### config.mk
export PLATFORM = sky130hd
export DESIGN_NAME = pin_entry_ctrl
export DESIGN_NICKNAME = d
export VERILOG_FILES = /design/src/rtl/atm_pkg.sv /design/src/rtl/pin_shift_reg.sv /design/src/rtl/pin_entry_ctrl.sv
export SDC_FILE = /design/constraint.sdc
export NUM_CORES = 1
export LEC_CHECK = 0
export ABC_AREA = 1
export CORE_MARGIN = 2
export CORE_UTILIZATION = 48
export DETAILED_ROUTE_END_ITERATION = 6
export PLACE_DENSITY = 0.82
export SLEW_MARGIN = 30
export SYNTH_ARGS = -nofsm -noshare
export SYNTH_HDL_FRONTEND = slang
export SYNTH_SLANG_ARGS = --single-unit
### constraint.sdc
create_clock -name CLK -period 1.69 [get_ports CLK]
set_input_delay 0.338 -clock CLK [delete_from_list [all_inputs] [get_ports CLK]]
set_output_delay 0.338 -clock CLK [all_outputs]
set_load 0.01 [all_outputs]
### src/rtl/atm_pkg.sv
// rtl/atm_pkg.sv - shared state encoding, key codes and op codes for the ATM keypad front-end
package atm_pkg;

  // Encoding is exported on STATE for the display driver, so the order is fixed
  typedef enum logic [2:0] {
    ST_IDLE      = 3'd0,
    ST_PIN_ENTRY = 3'd1,
    ST_PIN_CHECK = 3'd2,
    ST_OP_SELECT = 3'd3,
    ST_VAL_ENTRY = 3'd4,
    ST_ISSUE     = 3'd5,
    ST_EJECT     = 3'd6,
    ST_LOCKED    = 3'd7
  } state_t;

  localparam logic [3:0] KEY_CANCEL = 4'hA;
  localparam logic [3:0] KEY_CLEAR  = 4'hB;
  localparam logic [3:0] KEY_ENTER  = 4'hC;

  localparam logic [3:0] OP_WITHDRAW = 4'd1;
  localparam logic [3:0] OP_DEPOSIT  = 4'd2;
  localparam logic [3:0] OP_BALANCE  = 4'd3;
  localparam logic [3:0] OP_TRANSFER = 4'd4;

  function automatic logic is_digit(input logic [3:0] k);
    return (k <= 4'd9);
  endfunction

  // States in which the user is expected to type and the inactivity timer runs
  function automatic logic is_timed(input state_t s);
    return (s == ST_PIN_ENTRY) || (s == ST_OP_SELECT) || (s == ST_VAL_ENTRY);
  endfunction

endpackage

### src/rtl/pin_shift_reg.sv
// rtl/pin_shift_reg.sv - BCD PIN shift buffer with saturating digit count and reference compare
module pin_shift_reg #(
  parameter int DIGITS = 4
) (
  input  logic                  i_clk,
  input  logic                  i_rst,
  input  logic                  i_clear,
  input  logic                  i_shift,
  input  logic [3:0]            i_digit,
  input  logic [4*DIGITS-1:0]   i_ref,
  output logic                  o_full,
  output logic                  o_match
);

  localparam int CW = $clog2(DIGITS + 1);

  logic [4*DIGITS-1:0] r_buf;
  logic [CW-1:0]       r_count;
  logic                w_full;

  assign w_full  = (r_count == CW'(DIGITS));
  assign o_full  = w_full;
  assign o_match = (r_buf == i_ref);

  // Digits past the last position are dropped rather than shifted, so the first DIGITS keys stand
  always_ff @(posedge i_clk) begin
    if (i_rst || i_clear) begin
      r_buf   <= '0;
      r_count <= '0;
    end else if (i_shift && !w_full) begin
      r_buf   <= (r_buf << 4) | (4*DIGITS)'(i_digit);
      r_count <= r_count + CW'(1);
    end
  end

endmodule

### src/rtl/pin_entry_ctrl.sv
// rtl/pin_entry_ctrl.sv - keypad PIN/op/value collection FSM feeding MB; PIN_LOCKOUT_EN enables wrong-PIN lockout
module pin_entry_ctrl
  import atm_pkg::*;
#(
  parameter int PIN_DIGITS  = 4,
  parameter int MAX_TRIES   = 3,
  parameter int TIMEOUT_CYC = 1000
) (
  input  logic                    CLK,
  input  logic                    RST,
  input  logic                    CARD_IN,
  input  logic [4*PIN_DIGITS-1:0] REF_PIN,
  input  logic                    KEY_VALID,
  input  logic [3:0]              KEY,
  input  logic                    TXN_ACK,
  output logic                    EN,
  output logic                    PIN,
  output logic [3:0]              COD,
  output logic [3:0]              VAL,
  output logic [2:0]              STATE,
  output logic [1:0]              TRIES_LEFT,
  output logic                    CARD_EJECT,
  output logic                    CARD_RETAIN
);

  localparam int TW = (TIMEOUT_CYC > 2) ? $clog2(TIMEOUT_CYC) : 1;

  state_t        r_state, w_next;
  logic          r_en, r_pin, r_eject;
  logic [3:0]    r_cod, r_val;
  logic [TW-1:0] r_tmo;
  logic          w_pin_n;
  logic [3:0]    w_cod_n, w_val_n;
  logic          w_sr_clear, w_sr_shift, w_sr_full, w_sr_match;
  logic          w_timeout, w_digit;

  assign w_digit   = is_digit(KEY);
  assign w_timeout = is_timed(r_state) && (r_tmo == TW'(TIMEOUT_CYC - 1));

  pin_shift_reg #(
    .DIGITS (PIN_DIGITS)
  ) u_pin_sr (
    .i_clk   (CLK),
    .i_rst   (RST),
    .i_clear (w_sr_clear),
    .i_shift (w_sr_shift),
    .i_digit (KEY),
    .i_ref   (REF_PIN),
    .o_full  (w_sr_full),
    .o_match (w_sr_match)
  );

`ifdef PIN_LOCKOUT_EN
  logic [1:0] r_tries, w_tries_n;
  logic       r_retain;
  assign TRIES_LEFT  = r_tries;
  assign CARD_RETAIN = r_retain;
`else
  assign TRIES_LEFT  = 2'(MAX_TRIES);
  assign CARD_RETAIN = 1'b0;
`endif

  assign EN         = r_en;
  assign PIN        = r_pin;
  assign COD        = r_cod;
  assign VAL        = r_val;
  assign STATE      = r_state;
  assign CARD_EJECT = r_eject;

  // Next state and next register values; card removal beats timeout beats ack beats keys
  always_comb begin
    w_next     = r_state;
    w_pin_n    = r_pin;
    w_cod_n    = r_cod;
    w_val_n    = r_val;
    w_sr_clear = 1'b0;
    w_sr_shift = 1'b0;
`ifdef PIN_LOCKOUT_EN
    w_tries_n  = r_tries;
`endif
    if (r_state != ST_IDLE && !CARD_IN) begin
      w_next     = ST_IDLE;
      w_pin_n    = 1'b0;
      w_cod_n    = 4'd0;
      w_val_n    = 4'd0;
      w_sr_clear = 1'b1;
`ifdef PIN_LOCKOUT_EN
      w_tries_n  = 2'(MAX_TRIES);
`endif
    end else if (w_timeout) begin
      w_next = ST_EJECT;
    end else begin
      case (r_state)
        ST_IDLE: begin
          if (CARD_IN) begin
            w_next     = ST_PIN_ENTRY;
            w_sr_clear = 1'b1;
`ifdef PIN_LOCKOUT_EN
            w_tries_n  = 2'(MAX_TRIES);
`endif
          end
        end
        ST_PIN_ENTRY: begin
          if (KEY_VALID) begin
            if (w_digit)                            w_sr_shift = 1'b1;
            else if (KEY == KEY_CLEAR)              w_sr_clear = 1'b1;
            else if (KEY == KEY_ENTER && w_sr_full) w_next     = ST_PIN_CHECK;
            else if (KEY == KEY_CANCEL)             w_next     = ST_EJECT;
          end
        end
        ST_PIN_CHECK: begin
          // The buffer is wiped on every exit so the typed PIN never lingers
          w_sr_clear = 1'b1;
          if (w_sr_match) begin
            w_pin_n = 1'b1;
            w_next  = ST_OP_SELECT;
          end else begin
`ifdef PIN_LOCKOUT_EN
            w_tries_n = r_tries - 2'd1;
            w_next    = (r_tries <= 2'd1) ? ST_LOCKED : ST_PIN_ENTRY;
`else
            w_next    = ST_PIN_ENTRY;
`endif
          end
        end
        ST_OP_SELECT: begin
          if (KEY_VALID) begin
            if (KEY == OP_WITHDRAW || KEY == OP_DEPOSIT || KEY == OP_TRANSFER) begin
              w_cod_n = KEY;
              w_next  = ST_VAL_ENTRY;
            end else if (KEY == OP_BALANCE) begin
              w_cod_n = OP_BALANCE;
              w_val_n = 4'd0;
              w_next  = ST_ISSUE;
            end else if (KEY == KEY_CANCEL) begin
              w_next  = ST_EJECT;
            end
          end
        end
        ST_VAL_ENTRY: begin
          if (KEY_VALID) begin
            if (w_digit)                                w_val_n = KEY;
            else if (KEY == KEY_CLEAR)                  w_val_n = 4'd0;
            else if (KEY == KEY_ENTER && r_val != 4'd0) w_next  = ST_ISSUE;
            else if (KEY == KEY_CANCEL)                 w_next  = ST_EJECT;
          end
        end
        ST_ISSUE: begin
          if (TXN_ACK) begin
            w_cod_n = 4'd0;
            w_val_n = 4'd0;
            w_next  = ST_OP_SELECT;
          end
        end
        ST_EJECT, ST_LOCKED: begin
          w_next = r_state;
        end
        default: begin
          w_next = ST_IDLE;
        end
      endcase
    end
  end

  // State and registered outputs; EN/EJECT/RETAIN are decoded from the next state so they align with STATE
  always_ff @(posedge CLK) begin
    if (RST) begin
      r_state <= ST_IDLE;
      r_en    <= 1'b0;
      r_pin   <= 1'b0;
      r_cod   <= 4'd0;
      r_val   <= 4'd0;
      r_eject <= 1'b0;
    end else begin
      r_state <= w_next;
      r_en    <= (w_next == ST_ISSUE);
      r_pin   <= w_pin_n;
      r_cod   <= w_cod_n;
      r_val   <= w_val_n;
      r_eject <= (w_next == ST_EJECT);
    end
  end

  // Inactivity counter restarts on any key and on every state change, and idles outside typing states
  always_ff @(posedge CLK) begin
    if (RST) begin
      r_tmo <= '0;
    end else if (KEY_VALID || (w_next != r_state) || !is_timed(r_state)) begin
      r_tmo <= '0;
    end else begin
      r_tmo <= r_tmo + TW'(1);
    end
  end

`ifdef PIN_LOCKOUT_EN
  // Remaining attempts and the retain flag for the lockout path
  always_ff @(posedge CLK) begin
    if (RST) begin
      r_tries  <= 2'(MAX_TRIES);
      r_retain <= 1'b0;
    end else begin
      r_tries  <= w_tries_n;
      r_retain <= (w_next == ST_LOCKED);
    end
  end
`endif

endmodule

==> results.cfg <==
[sta]
fmax_mhz = 513
slew_viol_final = 0
finalClockSkew_ns = 0.0111
rsz0062_at_grt = yes
period_share_pct = 115
fin_ws_ns = -0.260
whs_ns = 0.401
finalCriticalPeriod_ns = 1.95
hold_viol_final = 0
setup_viol = 32
fin_tns_setup_ns = -4.81

[outcome]
outcome = complete, but fails checks
violations = setup timing

[power]
power.density_nw_per_um2 = 573
leakage_uw = 0.00200
vdd_drop_max_mv = 0.403

[detailed_routing]
totalWireLength_mm = 10.0
wl_per_cell_um = 17.0
drt_iter0_markers = 333
ant_nets = 0
viasPerCell = 5.48
num_vias = 3221
drc_errors = 0
firstDrtPassIters = 5

[setup_path]
cp.required_ns = 1.88
criticalPathCategory = flop to flop
crit_path_end_kind = flop
worstPathArrival_ns = 2.14
reg2reg_depth = 16
worstPathMaxFanout = 5
cp-start-kind = flop

[synth]
synth_cells = 407
synth_top_area_share_pct = 33.2
synth_most_common_cell = nand2_1
synth_edf_count = 0
synthTopCellsByArea = dfxtp_1 (33%), nand2_1 (18%), inv_1 (7.8%)
synth.largest_area_cell = dfxtp_1
async_flop_share_pct = 0
synth.avg_cell_area_um2 = 6.37
yosysSeqAreaShare_pct = 33.2
synth.ff_latch_count = 43
yosysUniqueCellTypes = 31
netlist_area_um2 = 2590
synthFlopType = dfxtp_1
yosysWarnings = 0
synth_common_cells = nand2_1 (123), inv_1 (54), nor2_1 (46)

[global_routing]
antenna_found_initial = 0
first_global_vias = 2876
grt_start_max_net_pins = 20
grt_pass1_wl_mm = 12.7
grt.overflow.total = 0
grtUsageTotal_pct = 25.9

[floorplanning]
die_width_um = 77.5
fp.coreArea_um2 = 5170
die_h_um = 77.5
rows = 26
start_util_pct = 50.1
die_area_um2 = 6010
ios = 42

[layout]
synthToLayoutAreaGrowth_pct = 61.5
layoutNonFillerInstCount = 588
fin_area_um2 = 4190
final_nets = 545
drive_gt1_share_pct = 37.6
utilization_pct = 81.0
n_antenna_cell = 0

[cts]
clk_pin_slew_ns = 0.09
clockBufferDepth = 2
hold_buffers = 0
numCtsBuffers = 5
clock-root-buffer = clkbuf_8
clock_latency_ns = 0.31
cts_tree = built
cts-htree-levels = 2
clock_sinks = 43

[placed_design]
hpwl_mm = 4.96
numPortBuffers = 38
dpl.cell_count = 556
placed_cell_area_um2 = 3400
gp_congestion = 0.909

[flow_run]
max_cap_violations = 0

[min_path]
min_path_cells = 3
hold_class = input port to flop
[routing by layer]
layer	share of wire, %	GRT usage (%)
met5	0	0
met4	5.7	12.5
met3	7.7	4.30
met2	50	45.7
met1	37	30.5
[layout by cell type (no fill, tap or decap), types with 4 or more instances in the layout]
cell type,instances
buf_4,58
nand3_1,16
clkdlybuf4s50_1,20
xor2_1,8
nand2_1,105
nand3_2,10
dlymetal6s2s_1,13
dfxtp_2,4
nand2_4,4
nand2_2,21
clkbuf_8,5
nor2_4,12
inv_1,47
inv_2,10
a21oi_1,18
nor2_2,18
dfxtp_1,36
nor2_1,35
a21oi_2,9
buf_6,7
o21ai_0,4
[critical path, cell delays in order (launching register included)]
cell      delay [ns]
dfxtp_2         0.36
inv_2           0.06
ha_4            0.16
nand2_4         0.07
inv_4           0.04
nand3_4         0.06
nand2_2         0.10
nor2_2          0.16
nor2_2          0.08
nor2_4          0.13
nand3_4         0.11
nand2_2         0.09
nand2_2         0.06
nand2_2         0.09
clkinv_4        0.10
nand2_8         0.12
nor2_2          0.04
[report_power, final]
group | switching, µW | internal (µW)
sequential | 8.08 | 1010
clock | 367 | 591
combinational | 227 | 192
total | 602 | 1800
[stage by stage]
step | worst slack (ns) | power (µW)
after floorplan | 0.0488 | 1190
after global placement | -0.488 | 1340
after detailed placement | -0.633 | 1350
after CTS | -0.135 | 2290
after global routing | -0.362 | 2460
final | -0.260 | 2400
[cell type report]
type                    instances  area, µm²
well taps                      70       87.6
fillers                       305        985
flip-flops and latches         43        877
clock buffers                   6       72.6
clock inverters                 2       60.1
repair buffers                110       1060
multi-input cells             295       1770
inverters                      61        254
repair inverters                1       8.76
[cells by family (layout without fill, tap and decap cells)]
family	count (synthesis)	in the layout	synth area share, %
AO/OA/AOI/OAI	40	40	8.39
XOR/XNOR	11	11	3.71
adder cells (fa/ha/maj)	3	3	1.45
buffers and inverters	71	180	11.9
flip-flops	43	43	33.2
other	2	3	0.290
AND/OR/NAND/NOR	237	238	41.1
[final timing paths]
kind / endpoint / slack [ns] / start
worst min-delay path: u_pin_sr.r_buf[3]$_SDFFE_PP0P_ / 0.40 / KEY[3]
worst max register to register: r_tmo[7]$_SDFF_PP0_ / -0.26 / u_pin_sr.r_count[0]$_SDFFE_PP0P_
worst min register to register: COD[3]$_SDFFE_PP0P_ / 0.46 / COD[3]$_SDFFE_PP0P_
worst max-delay path: r_tmo[7]$_SDFF_PP0_ / -0.26 / u_pin_sr.r_count[0]$_SDFFE_PP0P_
[sequential cells by signal (all words and copies together) (netlist names)]
name and flops:
PIN 1, EN 1, CARD_EJECT 1, u_pin_sr.r_count 3, VAL 4, u_pin_sr.r_buf 16
r_tmo 10, COD 4, STATE 3
[what timing repair did]
item                       4_1_cts  5_1_grt
gates cloned                     2        4
buffers inserted                 5       14
setup endpoints to repair       44       45
pin swaps                       12       36
gates resized for setup         38      105
(Power assumes the default switching activity.)
